`config.mk`:
```
export PLATFORM = sky130hd
export DESIGN_NAME = trap_ctrl
export DESIGN_NICKNAME = d
export VERILOG_FILES = /design/src/rtl/trap_ctrl_pkg.sv /design/src/rtl/trap_ctrl_int_prio_enc.sv /design/src/rtl/trap_ctrl.sv
export SDC_FILE = /design/constraint.sdc
export NUM_CORES = 1
export LEC_CHECK = 0
export CAP_MARGIN = 20
export CELL_PAD_IN_SITES_DETAIL_PLACEMENT = 0
export CELL_PAD_IN_SITES_GLOBAL_PLACEMENT = 1
export CORE_AREA = 4 4 252 254
export CTS_CLUSTER_DIAMETER = 50
export DETAILED_ROUTE_END_ITERATION = 7
export DIE_AREA = 0 0 256 258
export PLACE_DENSITY = 0.67
export SLEW_MARGIN = 10
export SYNTH_ARGS = -nofsm -noshare
export SYNTH_HDL_FRONTEND = slang
export SYNTH_SLANG_ARGS = --single-unit
```
`constraint.sdc`:
```
create_clock -name clk -period 21.6 [get_ports clk]
set_input_delay 5.4 -clock clk [delete_from_list [all_inputs] [get_ports clk]]
set_output_delay 5.4 -clock clk [all_outputs]
set_load 0.01 [all_outputs]
```
`src/rtl/trap_ctrl_pkg.sv`:
```
// Shared trap sequencing types and machine-mode cause constants used by
// the trap controller and its interrupt priority encoder.
package trap_ctrl_pkg;

   localparam int XLEN = 64;

   typedef enum logic [1:0] {
      ST_IDLE     = 2'd0,
      ST_DRAIN    = 2'd1,
      ST_UPDATE   = 2'd2,
      ST_REDIRECT = 2'd3
   } trap_state_t;

   typedef enum logic {
      KIND_ENTER  = 1'b0,
      KIND_RETURN = 1'b1
   } trap_kind_t;

   localparam logic [3:0] CAUSE_ILLEGAL = 4'd2;
   localparam logic [3:0] CAUSE_ECALL_U = 4'd8;
   localparam logic [3:0] CAUSE_MEI     = 4'd11;
   localparam logic [3:0] CAUSE_MSI     = 4'd3;
   localparam logic [3:0] CAUSE_MTI     = 4'd7;

   localparam logic [1:0] MTVEC_MODE_VECTORED = 2'd1;

   function automatic logic [XLEN-1:0] zext_code(input logic [3:0] code);
      return {{(XLEN-4){1'b0}}, code};
   endfunction

endpackage

```
`src/rtl/trap_ctrl_int_prio_enc.sv`:
```
// Picks the highest-priority machine interrupt from the enabled pending set.
// Only MEI, MSI and MTI are recognised; every other bit is ignored.
module int_prio_enc
   import trap_ctrl_pkg::*;
(
   input  logic [XLEN-1:0] pend,
   output logic            irq_valid,
   output logic [3:0]      irq_code
);

   // Fixed priority: external > software > timer.
   always_comb begin
      irq_valid = 1'b0;
      irq_code  = 4'd0;
      if (pend[int'(CAUSE_MEI)]) begin
         irq_valid = 1'b1;
         irq_code  = CAUSE_MEI;
      end else if (pend[int'(CAUSE_MSI)]) begin
         irq_valid = 1'b1;
         irq_code  = CAUSE_MSI;
      end else if (pend[int'(CAUSE_MTI)]) begin
         irq_valid = 1'b1;
         irq_code  = CAUSE_MTI;
      end else begin
         irq_valid = 1'b0;
         irq_code  = 4'd0;
      end
   end

endmodule

```
`src/rtl/trap_ctrl.sv`:
```
// Trap sequencer: detects a trap at commit, drains the pipeline, issues one
// CSR trap command and then redirects fetch, so the CSR update and PC change stay atomic.
module trap_ctrl
   import trap_ctrl_pkg::*;
(
   input  logic            clk,
   input  logic            rst,
   input  logic            commit_valid,
   input  logic [XLEN-1:0] commit_pc,
   input  logic            commit_ecall,
   input  logic            commit_mret,
   input  logic            commit_illegal,
   input  logic [XLEN-1:0] commit_tval,
   input  logic [1:0]      pmode,
   input  logic            mstatus_mie,
   input  logic [XLEN-1:0] mip,
   input  logic [XLEN-1:0] mie,
   input  logic [XLEN-1:0] mtvec,
   input  logic [XLEN-1:0] mepc,
   input  logic            pipe_empty,
   input  logic            redirect_ready,
   output logic            commit_stall,
   output logic            flush,
   output logic            csr_cmd_valid,
   output logic            csr_cmd_kind,
   output logic [XLEN-1:0] csr_cmd_cause,
   output logic [XLEN-1:0] csr_cmd_epc,
   output logic [XLEN-1:0] csr_cmd_tval,
   output logic            redirect_valid,
   output logic [XLEN-1:0] redirect_pc
);

   trap_state_t     state_q, state_d;
   trap_kind_t      kind_q, kind_d, ev_kind;
   logic [XLEN-1:0] cause_q, cause_d, epc_q, epc_d, tval_q, tval_d;
   logic [XLEN-1:0] rdpc_q, rdpc_d, ev_cause, ev_tval, target, base;
   logic            stall_q, stall_d, flush_q, flush_d;
   logic            cmd_valid_q, cmd_valid_d, rdv_q, rdv_d;
   logic            irq_valid, ev_found, accept;
   logic [3:0]      irq_code;

   int_prio_enc u_int_prio_enc (
      .pend      (mip & mie),
      .irq_valid (irq_valid),
      .irq_code  (irq_code)
   );

   // Classify the committing instruction by trap priority.
   always_comb begin
      ev_found = 1'b1;
      ev_kind  = KIND_ENTER;
      ev_cause = {XLEN{1'b0}};
      ev_tval  = {XLEN{1'b0}};
      if (mstatus_mie && irq_valid) begin
         ev_cause = {1'b1, {(XLEN-5){1'b0}}, irq_code};
      end else if (commit_illegal || (commit_mret && (pmode != 2'd3))) begin
         ev_cause = zext_code(CAUSE_ILLEGAL);
         ev_tval  = commit_tval;
      end else if (commit_ecall) begin
         ev_cause = zext_code(CAUSE_ECALL_U + {2'b00, pmode});
      end else if (commit_mret) begin
         ev_kind  = KIND_RETURN;
      end else begin
         ev_found = 1'b0;
      end
   end

   // Redirect target; vectoring applies only to interrupts in vectored mode.
   always_comb begin
      base = {mtvec[XLEN-1:2], 2'b00};
      if (kind_q == KIND_RETURN) begin
         target = mepc;
      end else if ((mtvec[1:0] == MTVEC_MODE_VECTORED) && cause_q[XLEN-1]) begin
         target = base + {{(XLEN-6){1'b0}}, cause_q[3:0], 2'b00};
      end else begin
         target = base;
      end
   end

   // Next state, latched trap fields and registered outputs.
   always_comb begin
      accept  = (state_q == ST_IDLE) && commit_valid && ev_found;
      state_d = state_q;
      case (state_q)
         ST_IDLE:     if (accept) state_d = ST_DRAIN; else state_d = ST_IDLE;
         ST_DRAIN:    if (pipe_empty) state_d = ST_UPDATE; else state_d = ST_DRAIN;
         ST_UPDATE:   state_d = ST_REDIRECT;
         ST_REDIRECT: if (redirect_ready) state_d = ST_IDLE; else state_d = ST_REDIRECT;
         default:     state_d = ST_IDLE;
      endcase
      kind_d      = accept ? ev_kind  : kind_q;
      cause_d     = accept ? ev_cause : cause_q;
      epc_d       = accept ? commit_pc : epc_q;
      tval_d      = accept ? ev_tval  : tval_q;
      rdpc_d      = (state_q == ST_UPDATE) ? target : rdpc_q;
      stall_d     = (state_d != ST_IDLE);
      flush_d     = (state_d == ST_DRAIN);
      cmd_valid_d = (state_d == ST_UPDATE);
      rdv_d       = (state_d == ST_REDIRECT);
   end

   // State and output registers; reset discards any partially sequenced trap.
   always_ff @(posedge clk or posedge rst) begin
      if (rst) begin
         state_q     <= ST_IDLE;
         kind_q      <= KIND_ENTER;
         cause_q     <= {XLEN{1'b0}};
         epc_q       <= {XLEN{1'b0}};
         tval_q      <= {XLEN{1'b0}};
         rdpc_q      <= {XLEN{1'b0}};
         stall_q     <= 1'b0;
         flush_q     <= 1'b0;
         cmd_valid_q <= 1'b0;
         rdv_q       <= 1'b0;
      end else begin
         state_q     <= state_d;
         kind_q      <= kind_d;
         cause_q     <= cause_d;
         epc_q       <= epc_d;
         tval_q      <= tval_d;
         rdpc_q      <= rdpc_d;
         stall_q     <= stall_d;
         flush_q     <= flush_d;
         cmd_valid_q <= cmd_valid_d;
         rdv_q       <= rdv_d;
      end
   end

   assign commit_stall   = stall_q;
   assign flush          = flush_q;
   assign csr_cmd_valid  = cmd_valid_q;
   assign csr_cmd_kind   = kind_q;
   assign csr_cmd_cause  = cause_q;
   assign csr_cmd_epc    = epc_q;
   assign csr_cmd_tval   = tval_q;
   assign redirect_valid = rdv_q;
   assign redirect_pc    = rdpc_q;

endmodule

```
* After elaboration in Yosys (flattened, before gate mapping) *
Index checks and enable logic that the tools add are counted.
W data, S select, Z words.

storage, ports and cells
  bits in writable memories = 0
  word-level logic and storage cells = 53
  memories = 0
  latch bits = 0
  register bits after elaboration = 263
  bits of input ports = 395
  output and inout port bits = 261
  bits in read-only memories = 0

cells by class
  add/sub/neg operators = 2
  bitwise gates (word level) = 1
  reduce and logical (&&, ||, !) cells = 8
  div/mod/pow operators = 0
  multipliers = 0
  shifts and indexed selects = 0
  order comparisons = 0
  equality and inequality tests = 8
  multiplexer cells = 24

operators by type and width
  operator               number
  $mux W64               5
  $add A64 B6 Y64        1
  $mux W4                4
  $and A12 B12 Y12       1
  $mux W1                11
  $eq A2 B2 Y1 const B   4
  $pmux W2 S4            1
  $eq A2 B1 Y1 const B   3
  $logic_and A1 B1 Y1    5
  $add A4 B2 Y4 const A  1
  $mux W2                2
  $mux W3                1
  $logic_not A2 Y1       1
  $ne A2 B2 Y1 const B   1
  $reduce_bool A2 Y1     1
  $logic_or A1 B1 Y1     1

* Depth between registers and ports, before layout *
  depth in word-level cells = 10
  mapped depth = 9
  mapped depth without buffers = 9

* Modules after synthesis *
A second synthesis with hierarchy kept.

second synthesis, totals
  cells, all modules = 991
  area total of the unflattened synthesis = 10302.4 um2

modules (own cells, without submodules)
  module        instances  seq. area each (um2)  cells each  area an instance (um2)
  trap_ctrl     1          5104.9                986         10266.1
  int_prio_enc  1          0.0                   5           36.3

* Least setup slack after synthesis *
Ideal clock, no wire load.

  kind = input -> register
  from = input mtvec[4]
  to = register rdpc_q[51], in the netlist redirect_pc[51]
  slack = 14.474 ns
  arrival = 6.990 ns
  library setup time = 0.136 ns
  stages = 9
  buffers on the path = 1
  data required time = 21.464 ns
  cell sequence = ha_1 -> o21ai_0 -> o21bai_1 -> and4_1 -> buf_6 -> nand2_4 -> or3_1 -> xnor2_1 -> o22ai_1

between the ends
  word-level cells in the longest chain between the ends = 3

RTL lines
  element               line              source
  from (decl)           trap_ctrl.sv:18   input logic [XLEN-1:0] mtvec,
  $add A64 B6 Y64       trap_ctrl.sv:74   target = base + {{(XLEN-6){1'b0}}, cause_q[3:0], 2'b00};
  $mux W64              trap_ctrl.sv:73   end else if ((mtvec[1:0] == MTVEC_MODE_VECTORED) && cause_q[XLEN-1]) begin
  $mux W64              trap_ctrl.sv:71   if (kind_q == KIND_RETURN) begin
  to (signal assigned)  trap_ctrl.sv:110  rdpc_q <= {XLEN{1'b0}};
  to (signal assigned)  trap_ctrl.sv:121  rdpc_q <= rdpc_d;
  to (decl)             trap_ctrl.sv:36   logic [XLEN-1:0] rdpc_q, rdpc_d, ev_cause, ev_tval, target, base;

Every way passes these cells.
A chain may end at the register's enable or synchronous reset.

* Worst setup path in the final report *
Ends and elaborated chain as after synthesis.

==> impl_results.md <==
* Status: finished, final reports clean
* Max rail drop VDD at ~72 µV
* Least-Margin Pin Slew at 0.907 ns
* YS warnings at 0
* CP Data Arrival Time at between 8 and 9 ns
* Comb pwr share at about two fifths
* Max-slew headroom at 39.5%
* Global-route wire length before repair at 61,300 µm
* Max Freq at about 130 MHz
* Port-buffer cells at ~470
* Clk slew on worst S/H paths at ~0.050 ns
* Crit start category: input pin
* Critical path capture point type: register
* Layout cell share with drive strength beyond 1 at a little over a tenth
* Fin crit share at 36.0%
* Vias in the first global route at 9,582
* Flops & latches, synth at just over 200
* Crit path max-delay family: simple AND/OR/NAND/NOR gates
* Post-DP Area at about 15,000 µm²
* Clock Tree Buf Depth at 3
* Post-synthesis cell area at 10,000 µm²
* Final #Nets at 1,902
* Setup CP Type: in2reg
* R2R Path Start: csr_cmd_kind$_DFFE_PP0P_
* Footprint of the multi-input gates at 4410 µm²
* Core Region at 61,300 µm²
* Area contributors post-synth: dfrtp_1 51%, mux2_2 7.2%, nand2_1 7.2%
* Detailed-router iteration count before antenna repair at 5
* Leak pwr at 6.85 nW
* Finished Layout Cells at ~2,300
* Fillers at 6,470
* Hold path endpoint: redirect_pc[0]$_DFFE_PP0N_
* DR vias/cell at about 3.9
* P_int at around 1.5 mW
* Netlist cell types at slightly below 60
* Dpl cells at 2,254
* Register-to-Register Setup Slack at 18.41 ns
* FF/Latch Area at ~5000 µm²
* Worst path slowest cell: and4_1
* Post-Route WL at between 40,000 and 50,000 µm
* Final GP Congestion at just over 0.8
* 1st-iter DRT viols at approximately 340
* Worst skew pair latency at roughly 0.53 ns
* TritonCTS clock tree: yes
* Die span in y at around 260 µm
* Cells after Synth at just over 1,000
* DR vias at a little over 9,000
* Top_reg_cell synth: dfrtp_1
* Number of flops mapped to enable cells by yosys at 0
* Switch Pwr at between 700 and 800 µW
* Root buf cell: clkbuf_16
* Post-CTS Hold Buffers at 0
* Total negative slack at 0 ns
* CTS Buf Count at 36
* Power share of the sequential group at a little under a third
* Setup-failing EPs final at 0
* Synth top area share at between 50 and 60%
* ANT cells at 0
* Pwr dens at 133 nW/µm²
* Fraction of registers with async set/reset at 100%
* Clock skew at roughly 0.018 ns
* RSZ-0062 raised after global routing: no
* Crit path cell chain: clkdlybuf4s50_1, ha_1, o21ai_0, o21bai_1, and4_1, nand2_4, or3_1, xnor2_1, o22ai_1
* # Max-Cap Violations at 0
* Most common cell in the netlist: dfrtp_1
* Post-CTS Setup Bufs at 0
* WP buf/inv at 1
* Area Growth Syn to Fin at 66.2%
* I/O Pins at 656
* Design area at roughly 17,000 µm²
* Sequential area share after synthesis at 50.9%
* CP Data Required Time at 21.99 ns
* Max incr delay on CP at around 0.56 ns
* Grt ovf at 0
* Switching share of power at 33.3%
* Reg2reg end: redirect_pc[58]$_DFFE_PP0N_
* Hold Crit Class: reg2reg
* Initial antenna violation count at 3
* DPL Wire Length at about 31,000 µm
* Post-Syn Area per Cell at slightly below 10 µm²
* Tmin final at 7.77 ns
* Die area at between 60,000 and 70,000 µm²
* Pins Over Slew Limit at 0
* Cell taking the most area after synthesis: dfrtp_1
* Clock Power Share at about 28%
* Final hold violations at 0
* Die span in x at between 200 and 300 µm
* Largest net degree at the start of global routing at just over 200
* Wire per inst at ~18 µm
* H-tree levels at 2
* Remaining antenna violation count at 0
* Crit Path Max Fanout at 6
* Hold_sp: redirect_pc[0]$_DFFE_PP0N_
* Post-synth top cells: 204 x dfrtp_1, 192 x nand2_1, 107 x o21ai_0, 74 x buf_4, 69 x nor2_1
* GR Util All Layers at 11.9%
* Row Count at just over 90
* R2R depth at 6
* Initial Utilization at between 15 and 20%
* Residual DRC at 0
* WHS Path Cells at 2
* Post-cts sizing count at 0
* Clk sink count at around 200
## routing by layer
| metal | track usage (%) | routed length, µm |
|---|---|---|
| met5 | 0 | 41 |
| met4 | 3.75 | 1090 |
| met3 | 4.91 | 3940 |
| met2 | 19.5 | 18900 |
| met1 | 14.3 | 16800 |
## registers in the layout (all words and copies together) (netlist names), 2 cells and up
register,cells
csr_cmd_tval,64
csr_cmd_cause,5
state_q,2
redirect_pc,64
csr_cmd_epc,64
## cells in the final DEF (no fill, tap or decap), types with 2 or more instances in the layout
cell type and n:
inv_1 6, clkinv_2 8, or3_1 3, nor4_1 3, clkbuf_1 3, and4_4 2, and2_1 3, bufinv_16 7
dfrtp_1 203, nand3_1 25, o22ai_1 26, clkinvlp_4 2, ha_1 4, o21ai_1 13, a31oi_1 2, xnor2_1 31
clkbuf_16 36, a211oi_1 3, mux2i_1 3, inv_6 5, conb_1 59, nand2_1 192, and3_1 21, buf_4 10
o21ai_0 107, a21oi_1 52, xor2_1 27, nor4_2 3, clkdlybuf4s50_1 474, mux2_2 64, or2_2 2, nand4_1 15
nor2_4 3, nor3_1 6, clkbuf_8 2, and4_1 4, nor2_1 68
## cells by family after synthesis
kind of cell / after synthesis / share of synthesized area [%]
other: 1 / 0.0374
AOI/OAI and AO/OA: 214 / 11.5
buffers and inverters: 125 / 7.56
and+or+nand+nor: 364 / 16.8
xor gates and xnor gates: 58 / 5.06
DFF: 204 / 50.9
adders and majority gates: 5 / 0.699
muxes: 67 / 7.49
## how the worst max path moves through the flow
stage	startpoint	endpoint	slack (ns)	cells after the start
2_1_floorplan	rst	commit_stall$_DFF_PP0_	10.63	1
4_1_cts	mtvec[4]	redirect_pc[51]$_DFFE_PP0N_	13.84	9
3_3_place_gp	mtvec[4]	redirect_pc[51]$_DFFE_PP0N_	13.30	9
5_1_grt	rst	csr_cmd_kind$_DFFE_PP0P_	13.71	4
3_5_place_dp	mtvec[4]	redirect_pc[51]$_DFFE_PP0N_	13.26	9
6_report	mtvec[4]	redirect_pc[51]$_DFFE_PP0N_	13.83	9
## cell type report
class / instances / area share [%]
tap: 790 / 5.93
sequential: 204 / 30.6
clock buffer: 41 / 5.64
timing repair buffer: 485 / 29.0
inverter: 8 / 0.225
multi-input combinational: 767 / 26.5
clock inverter: 24 / 2.07
## power by group through the flow
| stage | Sequential (mW) | Clock [mW] | Combinational (mW) |
|---|---|---|---|
| after floorplan | 0.758 | 0 | 0.311 |
| after global placement | 0.677 | 0 | 0.926 |
| after detailed placement | 0.685 | 0 | 0.933 |
| after CTS | 0.683 | 0.640 | 0.936 |
| after global routing | 0.705 | 0.655 | 1.00 |
| final | 0.679 | 0.614 | 0.919 |
## worst reg2reg max path, stage by stage, from the launching register on
cell and delay [ns]:
dfrtp_2 0.38, buf_4 0.40, clkinv_1 0.88, nand2_1 0.74, buf_4 0.41, or4_1 0.19, nand3_1 0.07
## stage by stage
stage / hold slack [ns] / util, % / worst slack [ns] / total power, mW
after global placement: 0.462 / 25.1 / 13.30 / 1.60
after CTS: 0.480 / 27.2 / 13.84 / 2.26
final: 0.475 / 27.2 / 13.83 / 2.21
after floorplan: 0.494 / - / 10.63 / 1.07
after global routing: 0.497 / 27.2 / 13.71 / 2.36
after detailed placement: 0.463 / 25.1 / 13.26 / 1.62
Note: power is estimated with default switching activity, not from simulation.
